## config.mk

```make
export PLATFORM = sky130hd
export DESIGN_NAME = receiver_flat
export DESIGN_NICKNAME = d
export VERILOG_FILES = /design/src/rtl/uart_pkg.sv /design/src/rtl/receiver_if.sv /design/src/rtl/uart_rx_sync.sv /design/src/rtl/receiver.sv /design/src/flat_wrapper.sv
export SDC_FILE = /design/constraint.sdc
export NUM_CORES = 1
export LEC_CHECK = 0
export CAP_MARGIN = 20
export CORE_UTILIZATION = 63
export DETAILED_ROUTE_END_ITERATION = 7
export MAX_ROUTING_LAYER = met4
export PLACE_DENSITY = 0.84
export SYNTH_ARGS = -nofsm -noshare
export SYNTH_HDL_FRONTEND = slang
export SYNTH_SLANG_ARGS = --single-unit
```

## constraint.sdc

```tcl
create_clock -name clk -period 5 [get_ports clk]
set_input_delay 1 -clock clk [delete_from_list [all_inputs] [get_ports clk]]
set_output_delay 1 -clock clk [all_outputs]
set_load 0.05 [all_outputs]
```

## src/rtl/uart_pkg.sv

```systemverilog
// Shared UART definitions: FSM state encodings (common with the transmitter),
// data width and the parity helper.
package uart_pkg;

    localparam int UART_DATA_BITS = 8;

    typedef enum logic [2:0] {
        IDLE   = 3'd0,
        START  = 3'd1,
        DATA   = 3'd2,
        PARITY = 3'd3,
        STOP   = 3'd4
    } uart_state_e;

    // Even parity bit for a data byte (XOR reduce).
    function automatic logic uart_parity(input logic [UART_DATA_BITS-1:0] d);
        return ^d;
    endfunction

endpackage

```

## src/rtl/receiver_if.sv

```systemverilog
// Byte-side and serial-side signals of the UART receiver.
// slave: the receiver itself; master: the driver/consumer connected to it.
interface receiver_if;
    import uart_pkg::*;

    logic                      i_rx;
    logic [UART_DATA_BITS-1:0] o_data_byte;
    logic                      o_valid;
    logic                      o_parity_err;
    logic                      o_frame_err;
    logic                      o_active;

    modport slave (
        input  i_rx,
        output o_data_byte,
        output o_valid,
        output o_parity_err,
        output o_frame_err,
        output o_active
    );

    modport master (
        output i_rx,
        input  o_data_byte,
        input  o_valid,
        input  o_parity_err,
        input  o_frame_err,
        input  o_active
    );
endinterface

```

## src/rtl/uart_rx_sync.sv

```systemverilog
// Two-flop synchronizer for an asynchronous, idle-high input plus a
// falling-edge detector on the synchronized value. Reused on other async pins.
module uart_rx_sync (
    input  logic clk,
    input  logic reset,      // asynchronous, active-low
    input  logic async_i,
    output logic rx_s_o,
    output logic fall_o
);
    logic meta_q;
    logic sync_q;
    logic prev_q;

    // Synchronizer chain and one-cycle-delayed copy; all reset to idle-high
    // so no spurious edge is seen when reset is released.
    always_ff @(posedge clk or negedge reset) begin
        if (!reset) begin
            meta_q <= 1'b1;
            sync_q <= 1'b1;
            prev_q <= 1'b1;
        end else begin
            meta_q <= async_i;
            sync_q <= meta_q;
            prev_q <= sync_q;
        end
    end

    assign rx_s_o = sync_q;
    assign fall_o = prev_q & ~sync_q;

endmodule

```

## src/rtl/receiver.sv

```systemverilog
// UART receive deframer: start, 8 data bits LSB first, even parity, stop.
// Optional build macro RX_MAJORITY_VOTE_EN: each bit is the majority of three
// consecutive samples around mid-bit, with the decision one cycle later.
module receiver
    import uart_pkg::*;
#(
    parameter int CLKS_PER_BIT = 10
) (
    input  logic       clk,
    input  logic       reset,     // asynchronous, active-low
    receiver_if.slave  bus
);
    localparam int HALF = (CLKS_PER_BIT - 1) / 2;
`ifdef RX_MAJORITY_VOTE_EN
    localparam int VOTE_LAT = 1;
`else
    localparam int VOTE_LAT = 0;
`endif
    // Counter value at which the start bit is checked / a bit is taken.
    localparam logic [15:0] START_PT = 16'(HALF + VOTE_LAT);
    localparam logic [15:0] BIT_PT   = 16'(CLKS_PER_BIT - 1);
    localparam logic [2:0]  LAST_IDX = 3'(UART_DATA_BITS - 1);

    logic rx_s;
    logic fall;
    logic bit_val;

    uart_rx_sync u_sync (
        .clk     (clk),
        .reset   (reset),
        .async_i (bus.i_rx),
        .rx_s_o  (rx_s),
        .fall_o  (fall)
    );

`ifdef RX_MAJORITY_VOTE_EN
    logic [1:0] vote_q;

    // Keep the two previous synchronized samples for the 2-of-3 vote.
    always_ff @(posedge clk or negedge reset) begin
        if (!reset) begin
            vote_q <= 2'b11;
        end else begin
            vote_q <= {vote_q[0], rx_s};
        end
    end

    assign bit_val = (rx_s & vote_q[0]) | (rx_s & vote_q[1]) | (vote_q[0] & vote_q[1]);
`else
    assign bit_val = rx_s;
`endif

    uart_state_e               state_q, state_d;
    logic [15:0]               cnt_q, cnt_d;
    logic [2:0]                idx_q, idx_d;
    logic [UART_DATA_BITS-1:0] shift_q, shift_d;
    logic                      par_err_q, par_err_d;
    logic [UART_DATA_BITS-1:0] data_q, data_d;
    logic                      valid_q, valid_d;
    logic                      perr_out_q, perr_out_d;
    logic                      ferr_out_q, ferr_out_d;
    logic                      active_q, active_d;

    // State, bit timing and output registers.
    always_ff @(posedge clk or negedge reset) begin
        if (!reset) begin
            state_q    <= IDLE;
            cnt_q      <= '0;
            idx_q      <= '0;
            shift_q    <= '0;
            par_err_q  <= 1'b0;
            data_q     <= '0;
            valid_q    <= 1'b0;
            perr_out_q <= 1'b0;
            ferr_out_q <= 1'b0;
            active_q   <= 1'b0;
        end else begin
            state_q    <= state_d;
            cnt_q      <= cnt_d;
            idx_q      <= idx_d;
            shift_q    <= shift_d;
            par_err_q  <= par_err_d;
            data_q     <= data_d;
            valid_q    <= valid_d;
            perr_out_q <= perr_out_d;
            ferr_out_q <= ferr_out_d;
            active_q   <= active_d;
        end
    end

    // Next-state logic: walk the frame bit by bit, sampling at mid-bit.
    always_comb begin
        state_d    = state_q;
        cnt_d      = cnt_q;
        idx_d      = idx_q;
        shift_d    = shift_q;
        par_err_d  = par_err_q;
        data_d     = data_q;
        valid_d    = 1'b0;
        perr_out_d = perr_out_q;
        ferr_out_d = ferr_out_q;
        active_d   = active_q;

        unique case (state_q)
            IDLE: begin
                cnt_d = '0;
                idx_d = '0;
                // Only a real 1->0 transition starts a frame; a held-low
                // line (break) is ignored until it rises and falls again.
                if (fall) begin
                    state_d  = START;
                    active_d = 1'b1;
                end
            end
            START: begin
                if (cnt_q == START_PT) begin
                    cnt_d = '0;
                    if (!bit_val) begin
                        state_d = DATA;
                    end else begin
                        state_d  = IDLE;
                        active_d = 1'b0;
                    end
                end else begin
                    cnt_d = cnt_q + 16'd1;
                end
            end
            DATA: begin
                if (cnt_q == BIT_PT) begin
                    cnt_d          = '0;
                    shift_d[idx_q] = bit_val;
                    if (idx_q == LAST_IDX) begin
                        idx_d   = '0;
                        state_d = PARITY;
                    end else begin
                        idx_d = idx_q + 3'd1;
                    end
                end else begin
                    cnt_d = cnt_q + 16'd1;
                end
            end
            PARITY: begin
                if (cnt_q == BIT_PT) begin
                    cnt_d     = '0;
                    par_err_d = bit_val ^ uart_parity(shift_q);
                    state_d   = STOP;
                end else begin
                    cnt_d = cnt_q + 16'd1;
                end
            end
            STOP: begin
                // Leave at mid-stop so the next start edge resynchronizes.
                if (cnt_q == BIT_PT) begin
                    cnt_d      = '0;
                    valid_d    = 1'b1;
                    data_d     = shift_q;
                    perr_out_d = par_err_q;
                    ferr_out_d = ~bit_val;
                    active_d   = 1'b0;
                    state_d    = IDLE;
                end else begin
                    cnt_d = cnt_q + 16'd1;
                end
            end
            default: begin
                state_d  = IDLE;
                active_d = 1'b0;
            end
        endcase
    end

    assign bus.o_data_byte  = data_q;
    assign bus.o_valid      = valid_q;
    assign bus.o_parity_err = perr_out_q;
    assign bus.o_frame_err  = ferr_out_q;
    assign bus.o_active     = active_q;

endmodule

```

## src/flat_wrapper.sv

```systemverilog
// flat-port wrapper written by rule: the top's interface ports become plain ports
module receiver_flat import uart_pkg::*;
#(
    parameter int CLKS_PER_BIT = 10
)
  (clk, reset, bus_i_rx, bus_o_data_byte, bus_o_valid, bus_o_parity_err, bus_o_frame_err, bus_o_active);
  receiver_if bus_i ();
  input  logic clk;
  input  logic reset;
  input wire logic [$bits(bus_i.i_rx)-1:0] bus_i_rx;
  output wire logic [$bits(bus_i.o_data_byte)-1:0] bus_o_data_byte;
  output wire logic [$bits(bus_i.o_valid)-1:0] bus_o_valid;
  output wire logic [$bits(bus_i.o_parity_err)-1:0] bus_o_parity_err;
  output wire logic [$bits(bus_i.o_frame_err)-1:0] bus_o_frame_err;
  output wire logic [$bits(bus_i.o_active)-1:0] bus_o_active;
  assign bus_i.i_rx = bus_i_rx;
  assign bus_o_data_byte = bus_i.o_data_byte;
  assign bus_o_valid = bus_i.o_valid;
  assign bus_o_parity_err = bus_i.o_parity_err;
  assign bus_o_frame_err = bus_i.o_frame_err;
  assign bus_o_active = bus_i.o_active;
  receiver #(.CLKS_PER_BIT(CLKS_PER_BIT)) u_core (.clk(clk), .reset(reset), .bus(bus_i));
endmodule
```

Word-level counts from Yosys, hierarchy flattened
Cells that the tools add are included.
Widths: inputs -> output; s select.
Word-level totals
  register bits after elaboration: 46
  input port bits: 3
  logic and storage cells: 72
Cells by class
  $add $sub $neg: 2
  magnitude comparators: 2
  equality and inequality tests: 14
  muxes and demuxes: 24
  bitwise gates (word level): 4
  reductions and logical operators: 13
Operator list (count)
  $pmux 16 s3: 1
  $mux 16: 2
  $mux 3: 8
  $add 16x1->16 const B: 1
  $eq 16x3->1 const B: 1
  $eq 16x4->1 const B: 1
  $pmux 3 s5: 1
  $ne 2x1->1 const B: 6
  $bwmux 8: 1
  $reduce_and 2->1: 4
  $reduce_xor 8->1: 1
  $mux 1: 7
  $eq 3x2->1 const B: 2
  $eq 3x3->1 const B: 2
  $pmux 3 s2: 1
  $reduce_and 6->1: 1
  $reduce_and 5->1: 1
  $lt 3x4->1 const B: 1
  $pmux 1 s4: 1
  $add 3x1->3 const B: 1
  $demux 1 s3: 1
  $eq 3x1->1 const B: 1
  $ge 3x1->1 const B: 1
  $logic_not 3->1: 1
  10 further kinds: 11

Depth between registers and ports, before layout
  word-level depth: 5
  depth in mapped cells: 9
  gate-level depth less buffers: 7

By module
A second synthesis with hierarchy kept.
Second synthesis, totals
  cell total of the unflattened synthesis: 216
  area, all modules: 2371.0 um^2
Modules (own cells, without submodules)
  receiver: instances 1, cells each 212, area an instance 2278.4 um^2, seq. area each 1076.0 um^2
  uart_rx_sync: instances 1, cells each 4, area an instance 92.6 um^2, seq. area each 78.8 um^2

Worst setup path before layout
No wires, ideal clock.
  kind: reg2reg
  start point: register u_core.cnt_q[9]
  end point: register u_core.cnt_q[2]
  setup time: 0.142 ns
  arrival: 2.049 ns
  required time: 4.858 ns
  slack: 2.809 ns
  cell stages (with the launch flop): 7
  cells stage by stage: dfrtp_1 -> or4_4 -> or4_4 -> o2bb2ai_4 -> buf_6 -> a21oi_1 -> a31oi_1
On the way
  word-level cells in the longest chain between the ends: 3
  elaborated cells on any way between the ends: 5
Ends and longest elaborated chain
  start, declared: RTL line receiver.sv:54  | logic [15:0] cnt_q, cnt_d;
  start signal, assigned: RTL line receiver.sv:79  | cnt_q <= cnt_d;
  $eq 16x4->1 or $eq 16x3->1 (tied branches)
  $mux 16 (on tied branches)
  $pmux 16 s3 (*): RTL line receiver.sv:104  | unique case (state_q)
Mark *: on every way between the ends. The rest lies on a longest branch, timed or not.
A chain may end at the register's enable or synchronous reset.

Worst setup path in the final report
  start point: register u_core.cnt_q[13]
  end point: register u_core.data_q[4], in the netlist u_core.bus.o_data_byte[4]
On the way
  word-level cells in the longest chain between the ends: 2
Ends and longest elaborated chain
  $eq 16x4->1: RTL line receiver.sv:153  | if (cnt_q == BIT_PT) begin
  $reduce_and 2->1 (no line)
  end signal, assigned: RTL line receiver.sv:83  | data_q <= data_d;
  end, declared: RTL line receiver.sv:58  | logic [UART_DATA_BITS-1:0] data_q, data_d;
No other way between the ends.

==> metrics <==
outcome=finished clean; die area=0.004046 mm2; non-filler cells, final=307; CTS resizes=0; Hold Path End=u_core.u_sync.rx_s_o; placed cell count=between 200 and 300; synthesized cell area=0.002391 mm2; clock tree buffer depth=2; most common cell after layout, fill and taps aside=nand2_1; Vias=1,834; synth unique cells=47; fin worst setup slack=2.184 ns; post-place setup slack=about 2.2 ns; n_diodes=0; capturing point of the worst reg2reg path=u_core.bus.o_data_byte[4]; Post-synth EDFFs=0; met3 Track Usage GR=0.03804; Worst setup SP type=flip-flop; met2 Use GR=0.3936; peak supply drop=0.2906 mV; Max Slew Vio Count=0; drt first-iter violations=134; final setup fails=0; Post-CTS Setup Inserts=0; unrepaired setup endpoints after global routing=no; fmax=355.1 MHz; Crit Path Category=reg2reg; share of layout cells above drive strength 1=0.09266; layout net count=266; TritonRoute pass-1 iters=4; gr ovfl total=0; DP Wirelength=3152 um; initial antenna violation count=0; die width=roughly 64 um; Mean Syn Cell Area=~9.7 um2; vias per cell=5.974; CTS tree=done; Clk Latency, worst-skew pair=slightly above 0.3 ns; Final Total Pwr=1.255 mW; Post-Route Setup TNS=0 ns; CTS Sinks=46; Pwr Density=roughly 470 mW/mm2; worst r2r src=u_core.cnt_q[13]; FILL cells=about 270; CTS H-tree depth=2; Final Hold Viols=0; critical path arrival=~3 ns; total clock buffers created by CTS=5; Period Utilization, post-route=0.5632; worst-margin pin slew=between 1 and 1.5 ns; slew margin rel.=0.3253; vias in the first global route=1,678; ys async rst share=1.000; global-route wire length before repair=7714 um; Reg2Reg Setup Slack=around 2.2 ns; #FFs+latches synth=46; root buffer cell=clkbuf_8; floorplan core area=0.003661 mm2; Crit Path Max Fanout=12; commonest non-fill, non-tap cells in the layout=nand2_1, dfrtp_1, nand3_1; Hold Buf Count CTS=0; Clock transition at path regs=about 0.090 ns; met1 Track Usage GR=0.3282; pin count of the biggest net entering global routing=47; HP Class=reg2reg; Synth Net Count=254; Final Util=0.7228; Initial Util=0.6531; final RePlAce weighted congestion=slightly above 0.8; Syn-to-layout area delta=10.68%; Non-Filler Cell Area, Final=0.002646 mm2; worst hold slack=between 0.3 and 0.4 ns; Req. time, crit path=5.19 ns; Setup crit end kind=flip-flop; GRT busiest layer=met2; Post-route DRC=0; WL final=approximately 4600 um; gr usage total=0.2538; sequential element share of the synthesized area=0.4830; Lkg Pwr=1.164 nW; DP Area=0.002532 mm2; Post-synth top flop=dfrtp_1; Yosys warnings=0; Port Buffer Count=14; post-route ant nets=0; hold path start=u_core.u_sync.meta_q; max-cap violation count=0; reg2reg path depth=5; min cycle time layout=2.816 ns; Cells after Synth=between 200 and 250; worst hold stages=0; I/O pin count=15; Fin Clk Skew=0.009331 ns; wire length per cell=14.94 um; DIE HEIGHT=63.61 um; Row Count=22
flip-flops by register name (all words and copies together), names as in the netlist, 3 cells and up:
register,count
u_core.bus.o_data_byte,8
u_core.idx_q,3
u_core.state_q,3
u_core.shift_q,8
u_core.cnt_q,16
per-layer routing:
| metal | routed length (um) | vias up |
|---|---|---|
| met5 | 0 | - |
| met4 | 85 | 0 |
| met3 | 131 | 12 |
| met2 | 2299 | 29 |
| met1 | 2073 | 886 |
| li1 | - | 907 |
power by group:
group	leakage, nW	total [mW]	internal [mW]	switching, mW
combinational	0.516	0.482	0.210	0.272
sequential	0.603	0.545	0.440	0.106
clock	0.0452	0.228	0.0988	0.130
total	1.16	1.26	0.748	0.507
worst max-delay path by stage:
| stage | startpoint | to | slack, ns |
|---|---|---|---|
| after floorplan | u_core.cnt_q[9] | u_core.cnt_q[2] | 2.81 |
| after global placement | u_core.cnt_q[13] | u_core.bus.o_frame_err | 2.29 |
| after detailed placement | u_core.cnt_q[13] | u_core.bus.o_data_byte[0] | 2.23 |
| after CTS | u_core.cnt_q[13] | u_core.bus.o_data_byte[0] | 2.21 |
| after global routing | u_core.cnt_q[1] | u_core.bus.o_data_byte[5] | 1.96 |
| final | u_core.cnt_q[13] | u_core.bus.o_data_byte[4] | 2.18 |
worst max-delay path: stages, from the launching register on:
cell and delay (ns):
dfrtp_1 0.43, or4_4 0.59, nor4_2 0.88, nand3_1 0.53
nand2_1 0.20, nand2_1 0.08
synth_stat cells, types with 2 or more instances:
library cell | count | area share
a21oi_1 | 13 | 0.027
a22o_1 | 9 | 0.033
a31oi_1 | 6 | 0.016
buf_6 | 2 | 0.0094
clkbuf_1 | 6 | 0.0094
dfrtp_1 | 43 | 0.45
dfstp_2 | 3 | 0.033
ha_1 | 5 | 0.026
inv_1 | 7 | 0.011
mux2_1 | 3 | 0.014
nand2_1 | 47 | 0.074
nand2b_1 | 2 | 0.0052
nand3_1 | 16 | 0.033
nand3b_1 | 2 | 0.0063
nand4_1 | 3 | 0.0079
nor2_1 | 12 | 0.019
nor2b_1 | 2 | 0.0052
nor3_1 | 4 | 0.0084
nor4_1 | 4 | 0.010
nor4_4 | 2 | 0.018
o21ai_0 | 3 | 0.0063
o21ai_1 | 12 | 0.025
o31ai_1 | 2 | 0.0063
or4_4 | 4 | 0.019
xnor2_1 | 10 | 0.037
xor2_1 | 3 | 0.011
cells by family after synthesis:
group,synth area share
compound gates,0.1622
xor+xnor,0.04762
fa+ha+maj,0.02616
buf+inv,0.03349
flops,0.4830
mux,0.01884
simple gates,0.2287
layout make-up:
class                   instances  area (um2)  share of cell area
repair buffers                 15       162.7             0.06147
clock buffers                   6       72.57             0.02742
well taps                      48       60.06             0.02270
inverters                       7       26.28            0.009929
flip-flops and latches         46        1155              0.4364
multi-input cells             183        1156              0.4369
clock inverters                 2       13.76            0.005201
Power figures use the tool's default switching activity.
